[src/rtl/serial_add_seq.sv]
// Bit-serial adder sequencer: one full-adder cell stepped LSB-first over WIDTH cycles.
// Optional subtract mode is enabled by defining SERIAL_SUB_EN.
module serial_add_seq #(
    parameter int WIDTH = 8
) (
    input  logic             clk,
    input  logic             rst_n,
    input  logic             ena,
    input  logic             in_valid,
    output logic             in_ready,
    input  logic [WIDTH-1:0] op_a,
    input  logic [WIDTH-1:0] op_b,
    input  logic             sub,
    output logic             out_valid,
    input  logic             out_ready,
    output logic [WIDTH-1:0] sum,
    output logic             cout
);

    localparam int CW = (WIDTH > 1) ? $clog2(WIDTH) : 1;
    localparam logic [CW-1:0] LAST = CW'(WIDTH - 1);

    typedef enum logic [1:0] {
        IDLE = 2'd0,
        RUN  = 2'd1,
        DONE = 2'd2
    } state_t;

    state_t          state;
    state_t          state_next;
    logic [WIDTH-1:0] a_sh;
    logic [WIDTH-1:0] b_sh;
    logic [WIDTH-1:0] res;
    logic            carry;
    logic            cout_r;
    logic [CW-1:0]   cnt;
    logic            sub_eff;
    logic            fa_s;
    logic            fa_c;

`ifdef SERIAL_SUB_EN
    assign sub_eff = sub;
`else
    logic _unused;
    assign sub_eff = 1'b0;
    assign _unused = sub;
`endif

    assign fa_s = a_sh[0] ^ b_sh[0] ^ carry;
    assign fa_c = (a_sh[0] & b_sh[0]) | (carry & (a_sh[0] ^ b_sh[0]));

    always_ff @(posedge clk or negedge rst_n) begin
        if (!rst_n) begin
            state <= IDLE;
        end else if (ena) begin
            state <= state_next;
        end
    end

    always_comb begin
        state_next = state;
        case (state)
            IDLE:    if (in_valid) state_next = RUN;
            RUN:     if (cnt == LAST) state_next = DONE;
            DONE:    if (out_ready) state_next = IDLE;
            default: state_next = IDLE;
        endcase
    end

    always_comb begin
        in_ready  = 1'b0;
        out_valid = 1'b0;
        case (state)
            IDLE:    in_ready  = 1'b1;
            DONE:    out_valid = 1'b1;
            default: ;
        endcase
    end

    // Subtraction is A + ~B + 1, so the carry flop starts at 1 and B is inverted on load.
    always_ff @(posedge clk or negedge rst_n) begin
        if (!rst_n) begin
            a_sh   <= '0;
            b_sh   <= '0;
            res    <= '0;
            carry  <= 1'b0;
            cout_r <= 1'b0;
            cnt    <= '0;
        end else if (ena) begin
            case (state)
                IDLE: begin
                    if (in_valid) begin
                        a_sh  <= op_a;
                        b_sh  <= sub_eff ? ~op_b : op_b;
                        carry <= sub_eff;
                        cnt   <= '0;
                    end
                end
                RUN: begin
                    res   <= {fa_s, res[WIDTH-1:1]};
                    a_sh  <= a_sh >> 1;
                    b_sh  <= b_sh >> 1;
                    carry <= fa_c;
                    cnt   <= cnt + 1'b1;
                    if (cnt == LAST) cout_r <= fa_c;
                end
                default: ;
            endcase
        end
    end

    assign sum  = res;
    assign cout = cout_r;

endmodule
[config.mk]
export PLATFORM = sky130hd
export DESIGN_NAME = serial_add_seq
export DESIGN_NICKNAME = d
export VERILOG_FILES = /design/src/rtl/serial_add_seq.sv
export SDC_FILE = /design/constraint.sdc
export NUM_CORES = 1
export LEC_CHECK = 0
export ABC_CLOCK_PERIOD_IN_PS = 1900
export CAP_MARGIN = 20
export CORE_ASPECT_RATIO = 1.2
export CORE_MARGIN = 2
export CORE_UTILIZATION = 35
export CTS_BUF_LIST = sky130_fd_sc_hd__clkbuf_4 sky130_fd_sc_hd__clkbuf_8 sky130_fd_sc_hd__clkbuf_16
export DETAILED_ROUTE_END_ITERATION = 12
export PLACE_DENSITY = 0.67
export SLEW_MARGIN = 20
export SYNTH_ARGS = -nofsm -noshare
export SYNTH_HDL_FRONTEND = slang
export SYNTH_SLANG_ARGS = --single-unit
[constraint.sdc]
create_clock -name clk -period 1.9 [get_ports clk]
set_input_delay 0.285 -clock clk [delete_from_list [all_inputs] [get_ports clk]]
set_output_delay 0.285 -clock clk [all_outputs]
set_load 0.05 [all_outputs]
==> out/metrics.csv <==
stage,metric,value,unit
sta,timing.hold.ws,402,ps
sta,min_period_over_period,91.9,%
synth,ys_types,16,
global_route,grt_pass1_vias,987,
clock_network,cts.path.max_buffers,2,
clock_network,clk_pin_slew,60,ps
sta,rsz0062_at_grt,false,
sta,worst_slew_pin_slew,500,ps
setup_path,crit_slowest_cell,clkdlybuf4s50_1,
floorplanning,die_w,63.9,µm
sta,slew_viol_final,0,
synth,synth_nets,122,
setup_path,slowest_delay,810,ps
global_route,grt_max_degree,32,
setup_path,reg2reg_slack,480,ps
setup_path,path_cells,clkdlybuf4s50_1,
routing,vias_per_cell,4.72,
placement,dp.cells,184,
clock_network,cts_tree,yes,
routing,drc,0,
layout,drive_gt1_share,39.6,%
clock_network,post_cts_buffers,0,
clock_network,clkLatencyLatePin,270,ps
layout,final_common_cell,dfrtp_1,
synth,syn_avg_cell_area,15.5,µm²
pwr,cellPowerDensity,1660,nW/µm²
sta,setup_viol,0,
layout,final_area,1940,µm²
layout,finalNetCount,160,
clock_network,cts_sinks,31,
clock_network,postCtsHoldBufs,0,
layout,mostFrequentLayoutCells,"dfrtp_1, clkdlybuf4s50_1, mux2_2",
setup_path,worst_setup_path_start_kind,flop,
global_route,gr-total-overflow,0,
placement,dpl_cell_area,1860,µm²
layout,syn_to_final_growth,28.7,%
layout,final_util,46.2,%
placement,place_ws,211,ps
pwr,vdd_drop_max,384,µV
pwr,totalPowerFinal,3.22,mW
placement,dpl.hpwl,1880,µm
setup_path,critPathKind,flop to output port,
sta,timing.setup.tns,0,ps
global_route,grt_first_pass_wirelength,4160,µm
synth,ys_warn_count,0,
status,status,finished clean,
sta,layout_min_cycle_time,1750,ps
layout,nFillCells,371,
worst_hold_path,hold_class,input port to asynchronous set/reset pin,
clock_network,cts-htree-levels,2,
floorplanning,pin_count,33,
sta,hold_viol_final,0,
routing,wl_per_cell,13.1,µm
setup_path,end_kind,output port,
routing,drt_wl_total,2490,µm
placement,routabilityCongestion,0.653,
global_route,grt_antenna_before_repair,0,
synth,syn-cell-area,1510,µm²
placement,portBuffers,31,
layout,diodes,0,
floorplanning,rows,26,
sta,clock_skew,4.17,ps
floorplanning,core,4200,µm²
sta,setup_ws,155,ps
synth,yosysSeqAreaShare,51.5,%
floorplanning,start_util,35.9,%
routing,drt-initial-drc-count,35,
routing,drtAntennaViolNets,0,
clock_network,cts_root_buf,clkbuf_8,
setup_path,path_max_fanout,3,
routing,first_pass_iters,4,
layout,fin_cells,190,
floorplanning,die-area,4850,µm²
floorplanning,die_y,75.9,µm
synth,ys_ff_latch,31,
sta,timing.fmax,573,MHz
setup_path,cp_data_arrival_time,1460,ps
sta,slew_headroom,66.6,%
synth,synthCells,97,
global_route,gr-usage-all-layers,11.4,%
pwr,power_leakage,0.892,nW
job,cap_violations,0,
setup_path,critical-path-top-delay-family,buffers and inverters,
setup_path,cp_num_buf_inv,1,
routing,num_vias,896,
clock_network,cts_made_buffers,5,
setup_path,crit_required,1620,ps
clock_network,cts-resized-gates,0,
==> logic make-up (layout without fill, tap and decap cells) <==
logic type      Yosys count  in the layout  share of synthesized area (%)
mux                      40             40                           34.1
flops                    31             31                           51.5
simple gates             11             11                           4.32
compound gates            7              7                           3.32
buf+inv                   5             42                           3.74
fa+ha+maj                 3              3                           2.99
==> synthesized netlist by cell type (all sizes together) <==
cell	number	share of area (%)
nor2	1	0.25
dfrtp	31	51
buf	5	3.7
nor2b	4	1.8
o21ai	4	1.6
and3b	1	0.83
fa	1	1.3
nand2	5	1.4
a22o	3	1.7
mux2	40	34
ha	2	1.7
==> where the power goes <==
group	leakage, nW	switching, mW	internal, mW
logic	0.470	0.738	0.857
registers	0.382	0.190	0.968
clock network	0.0406	0.208	0.257
==> area by class of cell <==
cell class                      count  area (µm²)  share of cell area [%]
Clock buffer                        6        76.3                    3.94
Multi-Input combinational cell     61         674                    34.8
Sequential cell                    31         776                    40.0
Tap cell                           56        70.1                    3.61
Timing Repair Buffer               36         343                    17.7
==> registers in the layout, summed over array words and instances (netlist names) <==
| name | flops |
|---|---|
| cout | 1 |
| a_sh | 8 |
| state | 2 |
| cnt | 3 |
| sum | 8 |
| carry | 1 |
| b_sh | 8 |
==> metal layers <==
layer  global-route usage [%]  wire length (µm)
met3                     2.66               105
met1                     11.0               934
met5                        0                 0
met2                     22.1              1390
met4                     7.25                53
==> final timing paths <==
| kind | startpoint | end | cells after the start |
|---|---|---|---|
| max in group asynchronous | rst_n | b_sh[1] | 2 |
| min reg2reg | sum[0] | sum[0] | 1 |
| max reg2reg | state[0] | a_sh[1] | 4 |
| min in group clk | sum[0] | sum[0] | 1 |
| min | rst_n | sum[0] | 2 |
| max | sum[6] | sum[6] | 1 |
Power figures use the tool's default switching activity.
